$ cat config.mk
export PLATFORM = sky130hd
export DESIGN_NAME = sum_mixer_flat
export DESIGN_NICKNAME = d
export VERILOG_FILES = /design/src/rtl/sum_mixer_if.sv /design/src/rtl/sum_mixer.sv /design/src/flat_wrapper.sv
export SDC_FILE = /design/constraint.sdc
export NUM_CORES = 1
export LEC_CHECK = 0
export BUFFER_PORTS_ARGS = -buffer_cell sky130_fd_sc_hd__buf_2
export CAP_MARGIN = 25
export CORE_MARGIN = 2
export CORE_UTILIZATION = 30
export DETAILED_ROUTE_END_ITERATION = 10
export GPL_ROUTABILITY_DRIVEN = 0
export PLACE_DENSITY = 0.59
export SYNTH_ARGS = -nofsm -noshare
export SYNTH_HDL_FRONTEND = slang
export SYNTH_SLANG_ARGS = --single-unit
$ cat constraint.sdc
create_clock -name clk_i -period 4.84 [get_ports clk_i]
set_input_delay 1.452 -clock clk_i [delete_from_list [all_inputs] [get_ports clk_i]]
set_output_delay 1.452 -clock clk_i [all_outputs]
set_load 0.05 [all_outputs]
$ cat src/rtl/sum_mixer_if.sv
// Register bus between the PS and sum_mixer: byte address, one-cycle strobes,
// registered acknowledge and read data.
interface sum_mixer_if;
  logic [15:0] addr;
  logic        wen;
  logic        ren;
  logic        ack;
  logic [31:0] rdata;
  logic [31:0] wdata;

  modport master (output addr, wen, ren, wdata, input ack, rdata);
  modport slave  (input addr, wen, ren, wdata, output ack, rdata);
endinterface

$ cat src/rtl/sum_mixer.sv
// N-channel signed summing stage: enable/negate, pipelined adder tree, shift, saturate.
// Optional saturation-event counter at 0x0C built when SUM_MIXER_SATCNT_EN is defined.
module sum_mixer #(
  parameter int N_CH      = 2,
  parameter int DW        = 14,
  parameter int SHIFT_RST = 1
) (
  input  logic                   clk_i,
  input  logic                   rst_i,
  input  logic [N_CH*DW-1:0]     in_i,
  input  logic                   in_valid_i,
  output logic signed [DW-1:0]   out_o,
  output logic                   out_valid_o,
  output logic                   sat_o,
  sum_mixer_if.slave             bus
);

  localparam int LV = $clog2(N_CH);
  localparam int SW = DW + 1 + LV;
  localparam int NV = LV + 3;

  typedef logic signed [SW-1:0] word_t;

  localparam word_t MAXV = word_t'((1 << (DW - 1)) - 1);
  localparam word_t MINV = ~MAXV;

  function automatic int level_cnt(input int l);
    return (N_CH + (1 << l) - 1) >> l;
  endfunction

  logic [N_CH-1:0]       en_q, en_d;
  logic [N_CH-1:0]       neg_q, neg_d;
  logic [3:0]            shift_q, shift_d;
  logic                  ack_q, ack_d;
  logic [31:0]           rdata_q, rdata_d;
  logic [31:0]           rd_val;
  logic [2:0]            reg_idx;

  // Level 0 holds the conditioned channels; level l holds the l-th adder level.
  word_t                 tree_q [LV+1][N_CH];
  word_t                 tree_d [LV+1][N_CH];
  logic [3:0]            sh_q [LV+1];
  logic [3:0]            sh_d [LV+1];
  word_t                 shr_q, shr_d;
  logic signed [DW-1:0]  out_q, out_d;
  logic                  sat_q, sat_d;
  logic [NV-1:0]         vld_q, vld_d;

  logic                  unused_bits;
  assign unused_bits = ^{bus.addr, bus.wdata};

  always_comb begin
    for (int l = 0; l <= LV; l++) begin
      for (int j = 0; j < N_CH; j++) begin
        tree_d[l][j] = '0;
      end
    end
    for (int k = 0; k < N_CH; k++) begin
      if (en_q[k]) begin
        tree_d[0][k] = neg_q[k] ? -word_t'($signed(in_i[k*DW +: DW]))
                                :  word_t'($signed(in_i[k*DW +: DW]));
      end
    end
    for (int l = 1; l <= LV; l++) begin
      for (int j = 0; j < N_CH; j++) begin
        if (j < level_cnt(l)) begin
          if (2*j + 1 < level_cnt(l - 1)) begin
            tree_d[l][j] = tree_q[l-1][2*j] + tree_q[l-1][2*j+1];
          end else begin
            tree_d[l][j] = tree_q[l-1][2*j];
          end
        end
      end
    end

    sh_d[0] = shift_q;
    for (int l = 1; l <= LV; l++) begin
      sh_d[l] = sh_q[l-1];
    end

    shr_d = tree_q[LV][0] >>> sh_q[LV];

    sat_d = 1'b0;
    out_d = shr_q[DW-1:0];
    if (shr_q > MAXV) begin
      sat_d = 1'b1;
      out_d = MAXV[DW-1:0];
    end else if (shr_q < MINV) begin
      sat_d = 1'b1;
      out_d = MINV[DW-1:0];
    end

    vld_d = {vld_q[NV-2:0], in_valid_i};
  end

  always_ff @(posedge clk_i or posedge rst_i) begin
    if (rst_i) begin
      for (int l = 0; l <= LV; l++) begin
        sh_q[l] <= '0;
        for (int j = 0; j < N_CH; j++) begin
          tree_q[l][j] <= '0;
        end
      end
      shr_q <= '0;
      out_q <= '0;
      sat_q <= 1'b0;
      vld_q <= '0;
    end else begin
      for (int l = 0; l <= LV; l++) begin
        sh_q[l] <= sh_d[l];
        for (int j = 0; j < N_CH; j++) begin
          tree_q[l][j] <= tree_d[l][j];
        end
      end
      shr_q <= shr_d;
      out_q <= out_d;
      sat_q <= sat_d;
      vld_q <= vld_d;
    end
  end

  assign out_o       = out_q;
  assign sat_o       = sat_q;
  assign out_valid_o = vld_q[NV-1];

`ifdef SUM_MIXER_SATCNT_EN
  logic [31:0] satcnt_q, satcnt_d;

  // A clear wins over a coinciding increment; the count sticks at all ones.
  always_comb begin
    satcnt_d = satcnt_q;
    if (bus.wen && reg_idx == 3'd3) begin
      satcnt_d = '0;
    end else if (out_valid_o && sat_o && satcnt_q != '1) begin
      satcnt_d = satcnt_q + 32'd1;
    end
  end

  always_ff @(posedge clk_i or posedge rst_i) begin
    if (rst_i) begin
      satcnt_q <= '0;
    end else begin
      satcnt_q <= satcnt_d;
    end
  end
`endif

  always_comb begin
    reg_idx = bus.addr[4:2];
    en_d    = en_q;
    neg_d   = neg_q;
    shift_d = shift_q;
    if (bus.wen) begin
      case (reg_idx)
        3'd0:    en_d    = bus.wdata[N_CH-1:0];
        3'd1:    neg_d   = bus.wdata[N_CH-1:0];
        3'd2:    shift_d = bus.wdata[3:0];
        default: ;
      endcase
    end

    rd_val = '0;
    case (reg_idx)
      3'd0:    rd_val[N_CH-1:0] = en_q;
      3'd1:    rd_val[N_CH-1:0] = neg_q;
      3'd2:    rd_val[3:0]      = shift_q;
`ifdef SUM_MIXER_SATCNT_EN
      3'd3:    rd_val           = satcnt_q;
`endif
      default: ;
    endcase

    rdata_d = bus.ren ? rd_val : rdata_q;
    ack_d   = bus.wen | bus.ren;
  end

  always_ff @(posedge clk_i or posedge rst_i) begin
    if (rst_i) begin
      en_q    <= '1;
      neg_q   <= '0;
      shift_q <= 4'(SHIFT_RST);
      ack_q   <= 1'b0;
      rdata_q <= '0;
    end else begin
      en_q    <= en_d;
      neg_q   <= neg_d;
      shift_q <= shift_d;
      ack_q   <= ack_d;
      rdata_q <= rdata_d;
    end
  end

  assign bus.ack   = ack_q;
  assign bus.rdata = rdata_q;

endmodule

$ cat src/flat_wrapper.sv
// flat-port wrapper written by rule: the top's interface ports become plain ports
module sum_mixer_flat 
#(
  parameter int N_CH      = 2,
  parameter int DW        = 14,
  parameter int SHIFT_RST = 1
)
  (clk_i, rst_i, in_i, in_valid_i, out_o, out_valid_o, sat_o, bus_addr, bus_wen, bus_ren, bus_wdata, bus_ack, bus_rdata);
  sum_mixer_if bus_i ();
  input  logic clk_i;
  input  logic rst_i;
  input  logic [N_CH*DW-1:0] in_i;
  input  logic in_valid_i;
  output logic signed [DW-1:0] out_o;
  output logic out_valid_o;
  output logic sat_o;
  input wire logic [$bits(bus_i.addr)-1:0] bus_addr;
  input wire logic [$bits(bus_i.wen)-1:0] bus_wen;
  input wire logic [$bits(bus_i.ren)-1:0] bus_ren;
  input wire logic [$bits(bus_i.wdata)-1:0] bus_wdata;
  output wire logic [$bits(bus_i.ack)-1:0] bus_ack;
  output wire logic [$bits(bus_i.rdata)-1:0] bus_rdata;
  assign bus_i.addr = bus_addr;
  assign bus_i.wen = bus_wen;
  assign bus_i.ren = bus_ren;
  assign bus_i.wdata = bus_wdata;
  assign bus_ack = bus_i.ack;
  assign bus_rdata = bus_i.rdata;
  sum_mixer #(.N_CH(N_CH), .DW(DW), .SHIFT_RST(SHIFT_RST)) u_core (.clk_i(clk_i), .rst_i(rst_i), .in_i(in_i), .in_valid_i(in_valid_i), .out_o(out_o), .out_valid_o(out_valid_o), .sat_o(sat_o), .bus(bus_i));
endmodule
==> out/metrics.yaml, run 1 <==
critical_path:
  r2r_setup_slack_ps: 2610
  path_class: "input pin to flip-flop"
  reg2reg_from: "u_core.tree_q[32]"
  r2r-end: "u_core.tree_q[24]"
  cp_data_required_time_ps: 5070
  r2r_cells: 7
  worstPathMaxFanout: 5
  cp.arrival_ps: 2920
  startpoint_type: "input pin"
  endpoint_kind: "flip-flop"
synth:
  synth_edf_count: 0
  syn_area_per_cell_sq_um: 10.12
  synth-seq-cells: 104
  yosysTopAreaCell: "dfrtp_1"
  ys_types: 57
  synth-seq-area-share: 0.4658
  syn_area_sq_um: 5595
  ys.flop_type: "dfrtp_1"
  ys_top_cells_by_area: "dfrtp_1, a21oi_1, mux4_2"
  synth_top_area_share: 0.4517
  syn-instance-count: 553
  yosysWarnings: 0
  async_flop_share: 1.000
floorplan:
  initial_core_util: 0.3083
  ios: 130
  die_area_sq_um: 19760
  fp.dieH_um: 140.6
  core_sq_um: 18150
  chipWidth_um: 140.6
  num_rows: 49
cts:
  cts_hold_buf: 0
  clk_path_buf_depth: 2
  cts_max_level: 3
  cts_tree: "done"
  clk_latency_ps: 360
  cts_sinks: 104
  cts_setup_buffers: 0
  cts_buffers: 9
  cts-resized-gates: 0
  clk_pin_slew_ps: 70
  cts-root-buf: "clkbuf_16"
sta:
  slew_headroom: 0.4600
  timing.final.hold_violations: 0
  min_period_ps: 2689
  rsz0062_at_grt: "false"
  whs_ps: 349.3
  setup-violations-final: 0
  tns_ps: 0
  tightest_slew_ps: 810.0
  fmax_mhz: 371.9
  final_max_slew_viol_count: 0
  fin_crit_sh: 0.5556
  finClkSkew_ps: 12.59
pwr:
  pwr-share-clk: 0.198
  p_switching_w: 0.001393
  p_comb_frac: 0.390
  ir_worst_vdd_uv: 225.3
  seqPwrFrac: 0.412
  powerDensity_nw_per_um2: 548.3
  p_sw_frac: 0.4038
  p_int_w: 0.002057
  power.leakage_nw: 2.918
flow_run:
  cap_viol_max_count: 0
route:
  via_per_inst: 4.556
  drtAntennaViolNets: 0
  first_pass_iters: 4
  drcViolationCount: 0
  wl_per_cell_um: 11.70
  routed-via-count: 3827
  wl_mm: 9.830
  drtIter0Drc: 137
outcome:
  outcome: "completed"
layout:
  syn_to_final_growth_pct: 12.48
  num_antenna_cells: 0
  final_cell_count_no_fill: 840
  drive_gt1_frac: 0.1931
  utilization: 0.3468
  nNetsFinal: 705
global_routing:
  grt_max_degree: 63
  grt.total_usage: 0.1055
  antenna_found_initial: 0
  grt_pass1_vias: 3602
  grt_pass1_wl_mm: 16.90
  grt_overflow: 0
placement:
  dp_hpwl_mm: 7.499
  dpl.cell_count: 824
  portBuffers: 60
min_path:
  whs_endpoint: "u_core.vld_q[3]"
  hold_path_depth: 0
  hp-start: "u_core.vld_q[2]"
  min_path_type: "flip-flop to flip-flop"
[area by class of cell]
| cell class | instances | area, sq um |
|---|---|---|
| fillers | 1840 | 11850 |
| well taps | 229 | 286.5 |
| multi-input cells | 409 | 2729 |
| inverters | 20 | 77.57 |
| repair buffers | 62 | 315.3 |
| clock inverters | 6 | 50.05 |
| clock buffers | 10 | 229.0 |
| flip-flops and latches | 104 | 2606 |
[flip-flops by register name, indices dropped and copies added (netlist names)]
name	flops
u_core.tree_q	48
u_core.shr_q	16
u_core.out_o	14
u_core.bus.rdata	4
u_core.sh_d	4
u_core.sh_q	4
u_core.shift_q	4
u_core.vld_q	4
u_core.en_q	2
u_core.neg_q	2
u_core.bus.ack	1
u_core.sat_o	1
[cell families (layout without fill, tap and decap cells)]
kind of cell / after synthesis / in the layout / share of synthesized area
AO/OA/AOI/OAI: 125 / 125 / 0.1427
XOR/XNOR: 24 / 24 / 0.03757
adder cells (fa/ha/maj): 18 / 18 / 0.04159
buffers and inverters: 67 / 98 / 0.06462
flip-flops: 104 / 104 / 0.4658
multiplexers: 36 / 36 / 0.08967
other: 1 / 28 / 0.0006702
AND/OR/NAND/NOR: 178 / 178 / 0.1574
[stage by stage]
step	power, W	cell area, sq um	setup WS, ps
finish	0.003451	6294	2151
global route	0.003735	6294	2110
CTS	0.003495	6294	2163
detailed placement	0.002794	6015	1784
global placement	0.002780	6015	1791
floorplan	0.002522	5697	660.8
[worst max path at each step]
| stage | endpoint | slack (ps) | cells past startpoint | startpoint |
|---|---|---|---|---|
| floorplan | u_core.bus.ack | 660 | 1 | rst_i |
| global placement | u_core.tree_q[45] | 1790 | 6 | in_i[18] |
| detailed placement | u_core.tree_q[45] | 1780 | 6 | in_i[18] |
| CTS | u_core.tree_q[45] | 2160 | 6 | in_i[18] |
| global route | u_core.tree_q[45] | 2110 | 6 | in_i[18] |
| finish | u_core.tree_q[45] | 2150 | 6 | in_i[18] |
[power by group through the flow]
stage               logic [W]  registers (W)  clock network [W]
floorplan             0.00101        0.00152                  0
global route          0.00151        0.00148           0.000750
finish                0.00135        0.00142           0.000683
global placement      0.00134        0.00144                  0
CTS                   0.00136        0.00143           0.000711
detailed placement    0.00135        0.00144                  0
[synth_stat cells (all sizes together), types with 2 or more instances]
library cell,n
mux2,13
a31oi,3
o311ai,3
clkbuf,11
nor3,6
buf,36
o211ai,3
mux4,10
and3,15
or4,4
o31ai,2
o41ai,4
or3,4
dfrtp,101
o311a,2
and2,19
nor2,60
mux2i,13
nand3,8
a21oi,47
nor3b,2
o21ai,26
xor2,8
o21a,15
or2,3
a21o,5
inv,19
a211oi,3
o21bai,4
dfstp,3
o22ai,2
nand2,40
xnor2,16
nor2b,8
nand2b,7
ha,17
[routing by layer]
| metal | track usage | routed length, um |
|---|---|---|
| met5 | 0 | 0 |
| met2 | 0.1641 | 4407 |
| met4 | 0.04263 | 122 |
| met1 | 0.1384 | 4743 |
| met3 | 0.03193 | 557 |
[layout by cell type (no fill, tap or decap), types with 8 or more instances in the layout]
master	n
o21ai_0	22
o21a_1	15
inv_1	17
nor2b_1	8
mux4_2	10
xor2_1	8
a21oi_1	46
and3_1	12
clkbuf_16	9
and2_1	18
conb_1	28
nor2_1	60
mux2_2	13
dfrtp_1	101
buf_2	60
nand3_1	8
mux2i_1	13
nand2_1	40
xnor2_1	16
ha_1	17
[worst max-delay path: stages]
cell and delay (ps):
buf_2 120, or3_4 390, or4_4 430, o21ai_4 190
a21oi_1 110, o21a_1 230
Note: power is estimated with default switching activity, not from simulation.
==> run 2, diff against run 1 <==
--- a/config.mk
+++ b/config.mk
@@ -11,7 +11,7 @@
 export CORE_UTILIZATION = 30
 export DETAILED_ROUTE_END_ITERATION = 10
 export GPL_ROUTABILITY_DRIVEN = 0
-export PLACE_DENSITY = 0.59
+export PLACE_DENSITY = 0.6
 export SYNTH_ARGS = -nofsm -noshare
 export SYNTH_HDL_FRONTEND = slang
 export SYNTH_SLANG_ARGS = --single-unit
==> constraint.sdc (replaced) <==
create_clock -name clk_i -period 2.2 [get_ports clk_i]
set_input_delay 0.66 -clock clk_i [delete_from_list [all_inputs] [get_ports clk_i]]
set_output_delay 0.66 -clock clk_i [all_outputs]
set_load 0.05 [all_outputs]
==> out/metrics.yaml, run 2 (synthesis gave the netlist of run 1 again) <==
outcome:
  outcome: "complete, but fails checks"
  violations: "DRC"
floorplan:
  num_rows: 49
  initial_core_util: 0.3083
  core_sq_um: 18150
  fp.dieH_um: 140.6
  die_area_sq_um: 19760
  ios: 130
  chipWidth_um: 140.6
sta:
  layout_setup_ws_ps: 145.6
  tns_ps: 0
  min_period_ps: 2054
  timing.final.hold_violations: 0
  fin_crit_sh: 0.9338
  setup-violations-final: 0
  final_max_slew_viol_count: 0
  fmax_mhz: 486.8
  finClkSkew_ps: 7.671
  slew_headroom: 0.4785
  tightest_slew_ps: 782.2
  rsz0062_at_grt: "false"
pwr:
  powerDensity_nw_per_um2: 1186
  power.leakage_nw: 3.007
  p_total_w: 0.007663
  ir_worst_vdd_uv: 415.8
route:
  first_pass_iters: 7
  drtAntennaViolNets: 0
  via_per_inst: 4.474
  wl_mm: 9.872
  routed-via-count: 3839
  drcViolationCount: 1
  wl_per_cell_um: 11.51
  drtIter0Drc: 158
cts:
  cts_sinks: 104
  cts_setup_buffers: 0
  cts_buffers: 9
  cts_hold_buf: 0
  clk_pin_slew_ps: 70
  clk_path_buf_depth: 2
  cts_max_level: 3
  clk_latency_ps: 350
  cts-root-buf: "clkbuf_16"
  cts_tree: "done"
placement:
  dp_hpwl_mm: 7.723
  dp_slack_ps: -28.82
  dpl_cell_area_sq_um: 6171
  portBuffers: 60
  dpl.cell_count: 843
critical_path:
  endpoint_kind: "flip-flop"
  cp_slowest_cell: "dfrtp_1"
  path_class: "flip-flop to flip-flop"
  cpPeakStageDelay_ps: 410
  startpoint_type: "flip-flop"
  cp_data_required_time_ps: 2430
  worstPathMaxFanout: 3
  crit_chain: "ha_1 -> a21oi_1 -> o211ai_1 -> and3_1 -> or2_2 -> o311a_1"
  cp.arrival_ps: 2290
global_routing:
  antenna_found_initial: 0
  grt.total_usage: 0.1054
  grt_pass1_wl_mm: 16.93
  grt_max_degree: 49
  grt_pass1_vias: 3656
  grt_overflow: 0
layout:
  mostFrequentLayoutCell: "dfrtp_1"
  syn_to_final_growth_pct: 15.43
  nNetsFinal: 724
  fillers: 1858
  regMostFlops: "u_core.tree_q"
  design_area_sq_um: 6459
  mostFrequentLayoutCells: "dfrtp_1, nor2_1, buf_2, a21oi_1, nand2_1"
  final_cell_count_no_fill: 858
  regArea_sq_um: 2606
  largest_register_ffs: 48
  num_antenna_cells: 0
  multi_input_area_sq_um: 2741
  drive_gt1_frac: 0.2242
flow_run:
  cap_viol_max_count: 0
min_path:
  min_path_type: "flip-flop to flip-flop"
run 2: area by class of cell:
type / instances / area share
inverter: 20 / 0.01220
multi-input combinational: 409 / 0.4244
timing repair buffer: 81 / 0.07284
clock inverter: 6 / 0.007749
clock buffer: 9 / 0.03487
sequential: 104 / 0.4035
tap: 229 / 0.04436
run 2: final timing paths:
path,to,from,slack (ps),cells past startpoint
hold / removal,u_core.vld_q[3],u_core.vld_q[2],350,0
min in group asynchronous,u_core.shr_q[2],rst_i,390,3
setup / recovery,u_core.tree_q[29],u_core.tree_q[33],150,6
max in group asynchronous,u_core.tree_q[44],rst_i,1360,4
hold reg to reg,u_core.vld_q[3],u_core.vld_q[2],350,0
setup reg to reg,u_core.tree_q[29],u_core.tree_q[33],150,6
run 2: metal layers:
metal | part of all wire | global-route usage | vias up | routed length (um)
met5 | 0 | 0 | - | 0
met3 | 0.051 | 0.03363 | 9 | 499
li1 | - | - | 2015 | -
met1 | 0.47 | 0.1329 | 1737 | 4679
met4 | 0.011 | 0.03947 | 0 | 108
met2 | 0.46 | 0.1703 | 78 | 4585
run 2: repair_timing:
action                                  4_1_cts  5_1_grt
endpoints found under the setup margin        0        4
endpoints found under the hold margin         0        0
gates resized for setup                       0        4
run 2: through the flow:
stage | hold slack (ps) | utilization
6_report | 349.1 | 0.3559
4_1_cts | 350.6 | 0.3552
3_3_place_gp | 331.8 | 0.3400
5_1_grt | 363.4 | 0.3559
2_1_floorplan | 331.2 | -
3_5_place_dp | 334.7 | 0.3400
run 2: worst max-delay path: cells and delay by family, from the launching register on:
family | cells | cell delay, ps
compound gates | 3 | 670
fa+ha+maj | 1 | 300
flops | 1 | 410
simple gates | 2 | 550
run 2: power by group:
group | leakage, nW | internal, W | switching, W
registers | 1.28 | 0.00254 | 0.000551
clock network | 0.135 | 0.000779 | 0.000720
logic | 1.59 | 0.00126 | 0.00182
total | 3.01 | 0.00458 | 0.00309
==> run 3, diff against run 2 <==
--- a/config.mk
+++ b/config.mk
@@ -6,12 +6,13 @@
 export NUM_CORES = 1
 export LEC_CHECK = 0
 export BUFFER_PORTS_ARGS = -buffer_cell sky130_fd_sc_hd__buf_2
-export CAP_MARGIN = 25
+export CAP_MARGIN = 20
 export CORE_MARGIN = 2
 export CORE_UTILIZATION = 30
 export DETAILED_ROUTE_END_ITERATION = 10
 export GPL_ROUTABILITY_DRIVEN = 0
 export PLACE_DENSITY = 0.6
+export REMOVE_ABC_BUFFERS = 1
 export SYNTH_ARGS = -nofsm -noshare
 export SYNTH_HDL_FRONTEND = slang
 export SYNTH_SLANG_ARGS = --single-unit
==> out/metrics.yaml, run 3 (synthesis gave the netlist of run 1 again) <==
outcome:
  outcome: "completed"
layout:
  utilization: 0.3549
  mostFrequentLayoutCell: "dfrtp_1"
  mostFrequentLayoutCells: "dfrtp_1, nor2_1, buf_2, a21oi_1, nand2_1"
  drive_gt1_frac: 0.2119
  nNetsFinal: 717
  syn_to_final_growth_pct: 15.09
  num_antenna_cells: 0
  regMostFlops: "u_core.tree_q"
  largest_register_ffs: 48
critical_path:
  cp.arrival_ps: 2310
  reg2reg_from: "u_core.tree_q[36]"
  critPathLaunch: "u_core.tree_q[36]"
  endpoint_kind: "flip-flop"
  crit_end: "u_core.tree_q[29]"
  r2r_cells: 6
  path_class: "flip-flop to flip-flop"
  r2r_setup_slack_ps: 120
  r2r-end: "u_core.tree_q[29]"
  worstPathMaxFanout: 5
  startpoint_type: "flip-flop"
  cp_data_required_time_ps: 2430
sta:
  min_period_ps: 2081
  final_max_slew_viol_count: 0
  fmax_mhz: 480.6
  timing.final.hold_violations: 0
  tns_ps: 0
  whs_ps: 348.7
  slew_headroom: 0.4677
  fin_crit_sh: 0.9458
  tightest_slew_ps: 798.4
  setup-violations-final: 0
  rsz0062_at_grt: "true"
  finClkSkew_ps: 8.498
route:
  drcViolationCount: 0
  wl_per_cell_um: 11.86
  routed-via-count: 3927
  drtIter0Drc: 154
  via_per_inst: 4.609
  drtAntennaViolNets: 0
  first_pass_iters: 6
  wl_mm: 10.10
placement:
  dp_hpwl_mm: 7.702
  portBuffers: 60
floorplan:
  fp.dieH_um: 140.6
  chipWidth_um: 140.6
  core_sq_um: 18150
  ios: 130
  num_rows: 49
  die_area_sq_um: 19760
  initial_core_util: 0.3083
cts:
  clk_pin_slew_ps: 70
  cts_buffers: 9
  cts-root-buf: "clkbuf_16"
  clk_path_buf_depth: 2
  clk_latency_ps: 350
  cts_max_level: 3
  cts_sinks: 104
  cts_tree: "done"
global_routing:
  antenna_found_initial: 0
  grt_pass1_wl_mm: 17.19
  grt_max_degree: 41
  grt_overflow: 0
  grt.total_usage: 0.1075
  grt_pass1_vias: 3602
pwr:
  powerDensity_nw_per_um2: 1205
  power.leakage_nw: 2.999
  ir_worst_vdd_uv: 453.3
flow_run:
  cap_viol_max_count: 0
min_path:
  min_path_type: "flip-flop to flip-flop"
==> run 3: cell count changes in the layout (fill, tap and decap cells not counted), sizes merged <==
cell | previous run | this run
inv | 22 | 21
clkinv | 2 | 4
buf | 81 | 74
bufinv | 0 | 1
clkinvlp | 2 | 1
==> run 3: how the worst min path moves through the flow <==
| stage | from | endpoint | slack [ps] | cells past startpoint |
|---|---|---|---|---|
| final | u_core.vld_q[2] | u_core.vld_q[3] | 350 | 0 |
| after global routing | u_core.vld_q[0] | u_core.vld_q[1] | 350 | 0 |
| after CTS | u_core.vld_q[2] | u_core.vld_q[3] | 350 | 0 |
| after detailed placement | u_core.vld_q[2] | u_core.vld_q[3] | 330 | 0 |
| after global placement | u_core.sh_d[2] | u_core.sh_q[2] | 330 | 0 |
| after floorplan | u_core.sh_d[0] | u_core.sh_q[0] | 330 | 0 |
==> run 3: what timing repair did <==
item                       CTS  global route
hold buffers                 0             0
resized for setup            0             4
setup endpoints to repair    0             4
buffers inserted             0             0
==> run 3: critical path, cell delays in order, from the launching register on <==
cell	delay [ps]
dfrtp_1	370
ha_1	370
a21oi_2	200
o211ai_1	130
and3_1	240
or2_2	310
o311a_1	350
==> run 3: where the power goes <==
group          internal [W]  switching (W)
registers           0.00254       0.000574
logic               0.00125        0.00179
clock network      0.000895       0.000710
total               0.00469        0.00308
==> run 3: cell type report <==
type | count | area, sq um
Clock inverter | 7 | 80.08
Fill cell | 1831 | 11710
Multi-Input combinational cell | 409 | 2734
Timing Repair Buffer | 74 | 430.4
Tap cell | 229 | 286.5
Sequential cell | 104 | 2606
Clock buffer | 9 | 225.2
Inverter | 20 | 77.57
==> run 3: metal layers <==
layer,vias up,track usage,part of all wire
li1,2000,-,-
met1,1819,0.1376,0.47
met2,98,0.1770,0.47
met3,10,0.03567,0.048
met4,0,0.02684,0.011
met5,-,0,0
==> run 3: through the flow <==
stage                     cell area, sq um  worst slack, ps  instances  total power, W
after CTS                             6435            62.56        852        0.007839
final                                 6440            119.2        852        0.007762
after detailed placement              6130           -22.05        836        0.006195
after global placement                6130           -16.12        836        0.006156
after floorplan                       5410            -1187        533        0.005436
after global routing                  6440           -1.121        852        0.008364
